$ cat src/rtl/bram_intrf_pkg.sv
// Shared FSM state encoding and AXI response codes for the AXI4-Lite to BRAM bridge.
package bram_intrf_pkg;

  typedef enum logic [2:0] {
    IDLE,
    WR_ISSUE,
    WR_RESP,
    RD_ISSUE,
    RD_WAIT,
    RD_RESP
  } bridge_state_t;

  localparam logic [1:0] OKAY   = 2'b00;
  localparam logic [1:0] SLVERR = 2'b10;

endpackage

$ cat src/rtl/axil_bram_bridge.sv
// AXI4-Lite slave to single-port BRAM bridge: one outstanding transaction,
// round-robin read/write arbitration, SLVERR for words beyond BRAM_DEPTH.
module axil_bram_bridge
  import bram_intrf_pkg::*;
#(
  parameter int DATA_WIDTH = 32,
  parameter int BRAM_DEPTH = 1024,
  parameter int BRAM_ADDR  = $clog2(BRAM_DEPTH),
  parameter int AXI_ADDR   = BRAM_ADDR + $clog2(DATA_WIDTH/8) + 1,
  parameter int RD_LATENCY = 1
) (
  input  logic                      clk,
  input  logic                      rst,
  input  logic                      s_awvalid,
  output logic                      s_awready,
  input  logic [AXI_ADDR-1:0]       s_awaddr,
  input  logic                      s_wvalid,
  output logic                      s_wready,
  input  logic [DATA_WIDTH-1:0]     s_wdata,
  input  logic [DATA_WIDTH/8-1:0]   s_wstrb,
  output logic                      s_bvalid,
  input  logic                      s_bready,
  output logic [1:0]                s_bresp,
  input  logic                      s_arvalid,
  output logic                      s_arready,
  input  logic [AXI_ADDR-1:0]       s_araddr,
  output logic                      s_rvalid,
  input  logic                      s_rready,
  output logic [DATA_WIDTH-1:0]     s_rdata,
  output logic [1:0]                s_rresp,
  output logic                      en_o,
  output logic [DATA_WIDTH/8-1:0]   we_o,
  output logic [BRAM_ADDR-1:0]      addr_o,
  output logic [DATA_WIDTH-1:0]     wrdata_o,
  input  logic [DATA_WIDTH-1:0]     rddata_i
);

  localparam int STRB_W = DATA_WIDTH / 8;
  localparam int OFFS   = $clog2(STRB_W);
  localparam int WORD_W = AXI_ADDR - OFFS;
  localparam logic [WORD_W-1:0] DEPTH_W = WORD_W'(BRAM_DEPTH);

  bridge_state_t state, state_nx;

  logic              live;
  logic              aw_held, w_held, held_none;
  logic              prio_write;
  logic              oor;
  logic [1:0]        wait_cnt;
  logic [WORD_W-1:0] aw_word, ar_word;
  logic [DATA_WIDTH-1:0] w_data;
  logic [STRB_W-1:0] w_strb;
  logic              aw_oor, ar_oor;
  logic              aw_hs, w_hs, ar_hs, wr_start;
  logic              unused_addr_bits;

  assign ar_word   = s_araddr[AXI_ADDR-1:OFFS];
  assign aw_oor    = aw_word >= DEPTH_W;
  assign ar_oor    = ar_word >= DEPTH_W;
  assign held_none = !aw_held && !w_held;
  assign unused_addr_bits = ^{s_awaddr, s_araddr};

  // Readies stay low for one cycle after reset via 'live'; a read that wins
  // arbitration holds off AW/W so the losing write waits intact.
  always_comb begin
    s_awready = 1'b0;
    s_wready  = 1'b0;
    s_arready = 1'b0;
    if (state == IDLE && live) begin
      s_arready = held_none && !(prio_write && (s_awvalid || s_wvalid));
      s_awready = !aw_held && !(held_none && s_arvalid && !prio_write);
      s_wready  = !w_held  && !(held_none && s_arvalid && !prio_write);
    end
  end

  assign aw_hs    = s_awvalid && s_awready;
  assign w_hs     = s_wvalid && s_wready;
  assign ar_hs    = s_arvalid && s_arready;
  assign wr_start = (state == IDLE) && aw_held && w_held;

  always_comb begin
    state_nx = state;
    unique case (state)
      IDLE: begin
        if (aw_held && w_held) state_nx = WR_ISSUE;
        else if (ar_hs)        state_nx = RD_ISSUE;
      end
      WR_ISSUE: state_nx = WR_RESP;
      WR_RESP:  if (s_bready) state_nx = IDLE;
      RD_ISSUE: state_nx = RD_WAIT;
      RD_WAIT:  if (wait_cnt == '0) state_nx = RD_RESP;
      RD_RESP:  if (s_rready) state_nx = IDLE;
      default:  state_nx = IDLE;
    endcase
  end

  assign s_bvalid = (state == WR_RESP);
  assign s_rvalid = (state == RD_RESP);
  assign en_o     = !rst && !oor && (state == WR_ISSUE || state == RD_ISSUE);
  assign we_o     = (!rst && !oor && state == WR_ISSUE) ? w_strb : '0;

  always_ff @(posedge clk) begin
    if (rst) begin
      state      <= IDLE;
      live       <= 1'b0;
      aw_held    <= 1'b0;
      w_held     <= 1'b0;
      prio_write <= 1'b1;
      oor        <= 1'b0;
      wait_cnt   <= '0;
      aw_word    <= '0;
      w_data     <= '0;
      w_strb     <= '0;
      addr_o     <= '0;
      wrdata_o   <= '0;
      s_rdata    <= '0;
      s_bresp    <= OKAY;
      s_rresp    <= OKAY;
    end else begin
      state <= state_nx;
      live  <= 1'b1;
      if (aw_hs) begin
        aw_held <= 1'b1;
        aw_word <= s_awaddr[AXI_ADDR-1:OFFS];
      end
      if (w_hs) begin
        w_held <= 1'b1;
        w_data <= s_wdata;
        w_strb <= s_wstrb;
      end
      if (wr_start) begin
        oor        <= aw_oor;
        s_bresp    <= aw_oor ? SLVERR : OKAY;
        prio_write <= 1'b0;
        if (!aw_oor) begin
          addr_o   <= aw_word[BRAM_ADDR-1:0];
          wrdata_o <= w_data;
        end
      end
      if (state == WR_RESP && s_bready) begin
        aw_held <= 1'b0;
        w_held  <= 1'b0;
      end
      if (ar_hs) begin
        oor        <= ar_oor;
        s_rresp    <= ar_oor ? SLVERR : OKAY;
        prio_write <= 1'b1;
        if (!ar_oor) addr_o <= ar_word[BRAM_ADDR-1:0];
      end
      if (state == RD_ISSUE) wait_cnt <= 2'(RD_LATENCY - 1);
      if (state == RD_WAIT) begin
        if (wait_cnt == '0) s_rdata <= oor ? '0 : rddata_i;
        else                wait_cnt <= wait_cnt - 2'd1;
      end
    end
  end

endmodule

$ cat config.mk
export PLATFORM = sky130hd
export DESIGN_NAME = axil_bram_bridge
export DESIGN_NICKNAME = d
export VERILOG_FILES = /design/src/rtl/bram_intrf_pkg.sv /design/src/rtl/axil_bram_bridge.sv
export SDC_FILE = /design/constraint.sdc
export NUM_CORES = 1
export LEC_CHECK = 0
export CORE_UTILIZATION = 44
export DETAILED_ROUTE_END_ITERATION = 7
export PLACE_DENSITY = 0.79
export SYNTH_ARGS = -nofsm -noshare
export SYNTH_HDL_FRONTEND = slang
export SYNTH_SLANG_ARGS = --single-unit
$ cat constraint.sdc
create_clock -name clk -period 2.1 [get_ports clk]
set_input_delay 0.21 -clock clk [delete_from_list [all_inputs] [get_ports clk]]
set_output_delay 0.21 -clock clk [all_outputs]
set_load 0.01 [all_outputs]
==> results.py, run 1 <==
metrics = {
    "critical_path": {
        "max_stage_delay_ns": 0.58,
        "worstRegToRegCells": 8,
        "path_delay_family": "buffers and inverters",
        "cp_data_required_time_ns": 1.89,
        "cp_max_fo": 8,
        "endpoint_kind": "primary output",
        "r2r-start": "state[1]",
        "cp_cell_sequence": "buf_4, nor3b_2, clkdlybuf4s50_1",
        "arrival_ns": 1.79,
        "r2r_slack_ns": 0.26,
        "start_kind": "register",
        "cp-startpoint": "state[1]",
        "cpMaxStageDelayCell": "clkdlybuf4s50_1",
        "critPathBufInv": 2,
        "crit_type": "reg -> out",
        "r2r-end": "w_data[14]",
    },
    "global_route": {
        "grt_antenna_before_repair": 0,
        "grt_overflow_total": 0,
        "grt_max_degree": 70,
        "grt_pass1_wl_mm": 20.8,
        "grt_util_all_layers": 0.221,
        "grt_pass1_vias": 4541,
    },
    "layout": {
        "area_delta_synth_final_pct": 50.1,
        "layout.nets": 850,
        "diodes": 0,
        "drive_gt1_frac": 0.0761,
        "multi_input_area_um2": 2210,
        "seq_area_um2": 2660,
        "mostFrequentLayoutCells": "174 x clkdlybuf4s50_1, 133 x dfxtp_1, 125 x nand2_1",
        "fillers": 926,
        "mostFrequentLayoutCell": "clkdlybuf4s50_1",
    },
    "clocking": {
        "clkTransAtPathRegs_ns": 0.06,
        "hold_buffers": 0,
        "clkLatencyLatePin_ns": 0.41,
        "clkSinkCount": 133,
        "cts_inserted_buffers": 17,
        "h-tree-depth": 4,
        "cts_tree": "built",
        "cts_buffer_depth": 2,
        "clockRootBuffer": "clkbuf_16",
    },
    "power": {
        "pwr-share-comb": 0.174,
        "switching_share": 0.254,
        "ir_drop_mv": 0.579,
        "intPower_mw": 5.38,
        "clockPowerShare": 0.434,
        "p_sw_mw": 1.84,
        "p_leak_nw": 3.01,
        "power.density_nw_per_um2": 940,
        "seqPwrFrac": 0.392,
    },
    "detailed_routing": {
        "drtIter0Drc": 243,
        "drtAntennaViolNets": 0,
        "dr.pass1.iters": 4,
        "drc": 0,
        "wire_per_inst_um": 14.8,
        "vias": 4658,
        "via_per_inst": 5.15,
        "wl_mm": 13.4,
    },
    "floorplan": {
        "ioPinCount": 189,
        "start_util": 0.450,
        "die_h_um": 110,
        "core_area_um2": 11400,
        "die_area_um2": 12100,
        "chipWidth_um": 110,
        "num_rows": 39,
    },
    "job": {
        "maxCapViolCount": 0,
    },
    "sta": {
        "setup_ws_ns": 0.105,
        "whs_ns": 0.389,
        "rsz0062_at_grt": "no",
        "setup_tns_ns": 0,
        "finalClockSkew_ns": 0.0106,
        "relSlewSlack": 0.543,
        "finalMaxSlewViolations": 0,
        "fmax_mhz": 501,
        "min_period_ns": 2.00,
        "worstMarginPinSlew_ns": 0.685,
        "setup_violations": 0,
        "final-hold-violation-count": 0,
        "fin_crit_sh": 0.950,
    },
    "yosys": {
        "syn_inst": 575,
        "avgSynthCellArea_um2": 8.90,
        "yosysWarningCount": 0,
        "ys_seq_area_frac": 0.520,
        "synth_cell_types": 38,
        "synth.cell_area_um2": 5120,
        "synth-seq-cells": 133,
    },
    "worst_hold_path": {
        "min-delay-start": "rddata_i[5]",
        "min_to": "s_rdata[5]",
        "worst_hold_path_type": "in -> reg",
        "holdPathStages": 3,
    },
    "outcome": {
        "outcome": "finished clean",
    },
    "placement": {
        "dpl_worst_slack_ns": 0.173,
        "port_buffers": 182,
        "place.gp.congestion": 0.817,
        "dpl.hpwl_mm": 9.06,
    },
}
## registers in the layout, summed over array words and instances (netlist names)
name / flops
s_rdata: 32
oor: 1
s_bresp: 1
live: 1
addr_o: 10
prio_write: 1
w_data: 32
wait_cnt: 2
aw_held: 1
w_strb: 4
aw_word: 11
wrdata_o: 32
s_rresp: 1
w_held: 1
state: 3
## cells in the mapped netlist, drive strengths merged
| cell | count | area (um^2) |
|---|---|---|
| clkbuf | 23 | 86.3 |
| nand3 | 2 | 10.0 |
| mux2i | 47 | 470 |
| nor4 | 1 | 6.26 |
| nor2b | 4 | 25.0 |
| o41ai | 1 | 8.76 |
| nand2 | 125 | 469 |
| o211a | 1 | 10.0 |
| buf | 23 | 170 |
| a21oi | 69 | 345 |
| and4b | 1 | 10.0 |
| and2 | 5 | 31.3 |
| nor4b | 1 | 15.0 |
| o2111ai | 1 | 8.76 |
| a211oi | 2 | 15.0 |
| dfxtp | 133 | 2660 |
| a311o | 1 | 10.0 |
| a32oi | 1 | 8.76 |
| nand4b | 1 | 8.76 |
| nor2 | 53 | 199 |
| a21boi | 2 | 15.0 |
| nor3 | 3 | 31.3 |
| a31oi | 11 | 68.8 |
| nor3b | 4 | 30.0 |
| and3b | 1 | 10.0 |
| nand2b | 3 | 18.8 |
| inv | 4 | 15.0 |
| conb | 1 | 3.75 |
| o21ai | 11 | 55.1 |
| a311oi | 1 | 8.76 |
| or3 | 3 | 23.8 |
| nand3b | 34 | 255 |
| nand4 | 2 | 12.5 |
## logic make-up after synthesis
kind of cell    synth area share
flops                      0.520
compound gates             0.108
simple gates               0.226
other cells             0.000733
buf+inv                   0.0530
mux                       0.0919
## area by class of cell
| class | instances | area share |
|---|---|---|
| sequential | 133 | 0.347 |
| multi-input combinational | 393 | 0.287 |
| timing repair buffer | 200 | 0.259 |
| clock buffer | 18 | 0.0559 |
| clock inverter | 14 | 0.0262 |
| tap | 143 | 0.0233 |
| inverter | 4 | 0.00195 |
## worst reg2reg max path, delay by kind of cell (launching register included)
| kind | cells | cell delay [ns] |
|---|---|---|
| DFF | 1 | 0.33 |
| buffers and inverters | 4 | 0.65 |
| and+or+nand+nor | 3 | 0.45 |
| muxes | 1 | 0.28 |
## worst max path at each step
stage                 end  slack, ns  depth (start not counted)
6_report         s_bvalid       0.10                          3
5_1_grt          s_bvalid       0.04                          3
4_1_cts         s_awready       0.01                          4
3_5_place_dp   w_data[14]       0.17                          6
3_3_place_gp   w_data[14]       0.24                          6
2_1_floorplan   addr_o[0]       0.47                          7
## layer usage
layer / wire length [um] / vias to the layer above / track usage / share of wire
li1: - / 2275 / - / -
met1: 5550 / 2210 / 0.246 / 0.41
met2: 6640 / 158 / 0.387 / 0.49
met3: 1070 / 15 / 0.0747 / 0.080
met4: 180 / 0 / 0.0876 / 0.013
met5: 0 / - / 0 / 0
## power groups by stage
stage               Combinational [mW]  Clock [mW]  Sequential (mW)
global route                      1.37        3.30             2.85
floorplan                        0.710           0             2.87
finish                            1.26        3.13             2.83
detailed placement                1.21           0             2.88
CTS                               1.25        3.18             2.83
global placement                  1.17           0             2.86
## timing repair
item,in CTS,in global routing
resized for setup,8,1
endpoints found under the setup margin,8,1
cloned,0,0
setup buffers,2,1
pin swaps,1,1
## metrics by stage
stage                util  instances  total power [mW]  area, um^2
finish              0.676        905              7.22        7680
global route        0.676        905              7.52        7680
CTS                 0.675        904              7.26        7670
detailed placement  0.618        870              4.08        7020
global placement    0.618        870              4.04        7020
floorplan               -        576              3.58        5120
No activity file was read; power rests on OpenSTA's default activity.
==> run 2, diff against run 1 <==
- GPL_ROUTABILITY_DRIVEN: default -> 1
- SKIP_LAST_GASP: default -> 1
==> results.py, run 2 (synthesized netlist as in run 1, its figures left out) <==
metrics = {
    "outcome": {
        "outcome": "finished clean",
    },
    "layout": {
        "mostFrequentLayoutCell": "clkdlybuf4s50_1",
        "largest_registers": "s_rdata (32), w_data (32), wrdata_o (32)",
        "area_delta_synth_final_pct": 50.2,
        "drive_gt1_frac": 0.0761,
        "fin_cells": 905,
        "diodes": 0,
        "mostFrequentLayoutCells": "174 x clkdlybuf4s50_1, 133 x dfxtp_1, 125 x nand2_1",
        "fin_util": 0.676,
        "layout.nets": 850,
    },
    "sta": {
        "fmax_mhz": 501,
        "relSlewSlack": 0.541,
        "worstMarginPinSlew_ns": 0.689,
        "setup_tns_ns": 0,
        "final-hold-violation-count": 0,
        "finalClockSkew_ns": 0.0116,
        "finalMaxSlewViolations": 0,
        "rsz0062_at_grt": "no",
        "min_period_ns": 1.99,
        "fin_crit_sh": 0.950,
        "setup_violations": 0,
    },
    "global_route": {
        "grt_pass1_wl_mm": 20.8,
        "grt_util_all_layers": 0.221,
        "grt_overflow_total": 0,
        "grt_max_degree": 70,
        "grt_pass1_vias": 4541,
        "grt_antenna_before_repair": 0,
    },
    "floorplan": {
        "core_area_um2": 11400,
        "chipWidth_um": 110,
        "num_rows": 39,
        "start_util": 0.450,
        "die_h_um": 110,
        "die_area_um2": 12100,
        "ioPinCount": 189,
    },
    "job": {
        "maxCapViolCount": 0,
    },
    "detailed_routing": {
        "wire_per_inst_um": 14.9,
        "via_per_inst": 5.15,
        "dr.pass1.iters": 5,
        "drc": 0,
        "drtIter0Drc": 254,
        "drtAntennaViolNets": 0,
        "vias": 4665,
        "wl_mm": 13.5,
    },
    "power": {
        "ir_drop_mv": 0.579,
        "power_mw": 7.22,
        "p_leak_nw": 3.02,
        "power.density_nw_per_um2": 940,
    },
    "placement": {
        "place.gp.congestion": 0.817,
        "place_inst": 870,
        "dpl.hpwl_mm": 9.06,
        "port_buffers": 182,
    },
    "critical_path": {
        "endpoint_kind": "primary output",
        "crit_type": "reg -> out",
        "r2r_slack_ns": 0.26,
        "cp_max_fo": 8,
        "worstRegToRegCells": 8,
        "cp_data_required_time_ns": 1.89,
        "arrival_ns": 1.78,
        "start_kind": "register",
    },
    "worst_hold_path": {
        "worst_hold_path_type": "in -> reg",
        "holdPathStages": 3,
    },
    "clocking": {
        "cts_tree": "built",
        "clkLatencyLatePin_ns": 0.41,
        "cts_buffer_depth": 2,
        "h-tree-depth": 4,
        "clkSinkCount": 133,
        "cts_inserted_buffers": 17,
        "clockRootBuffer": "clkbuf_16",
        "clkTransAtPathRegs_ns": 0.06,
    },
}
## run 2: routing by layer
metal / track usage / part of all wire / vias to the layer above
li1: - / - / 2275
met1: 0.246 / 0.41 / 2213
met2: 0.387 / 0.49 / 160
met3: 0.0747 / 0.079 / 17
met4: 0.0876 / 0.014 / 0
met5: 0 / 0 / -
## run 2: where the power goes
part | internal, mW | switching, mW
clock | 2.00 | 1.13
combinational | 0.668 | 0.592
sequential | 2.71 | 0.115
## run 2: path summary, 6_finish.rpt
| kind | from | to |
|---|---|---|
| max | state[1] | s_bvalid |
| min | rddata_i[5] | s_rdata[5] |
| max reg2reg | state[1] | w_data[14] |
| min reg2reg | s_rdata[5] | s_rdata[5] |
## run 2: stage by stage
step / instance area [um^2] / setup WS, ns / hold WS, ns
after floorplan: 5120 / 0.470 / 0.354
after global placement: 7020 / 0.240 / 0.435
after detailed placement: 7020 / 0.173 / 0.443
after CTS: 7670 / -0.0941 / 0.378
after global routing: 7690 / 0.0418 / 0.386
final: 7690 / 0.106 / 0.390
## run 2: worst max-delay path, cell delays in order (launching register included)
cell and delay (ns):
dfxtp_1 0.37, buf_4 0.18, nor3b_2 0.25, clkdlybuf4s50_1 0.58
## run 2: repair_timing
item,CTS,global route
setup endpoints to repair,8,2
buffers inserted,2,1
endpoints found under the hold margin,0,0
pin swaps,1,1
gates resized for setup,7,2
hold buffers,0,0
## run 2: cell type report
type / instances / area, um^2
Multi-Input combinational cell: 393 / 2210
Clock buffer: 18 / 429
Sequential cell: 133 / 2660
Fill cell: 924 / 3680
Timing Repair Buffer: 200 / 1990
Clock inverter: 14 / 201
Inverter: 4 / 15.0
Tap cell: 143 / 179
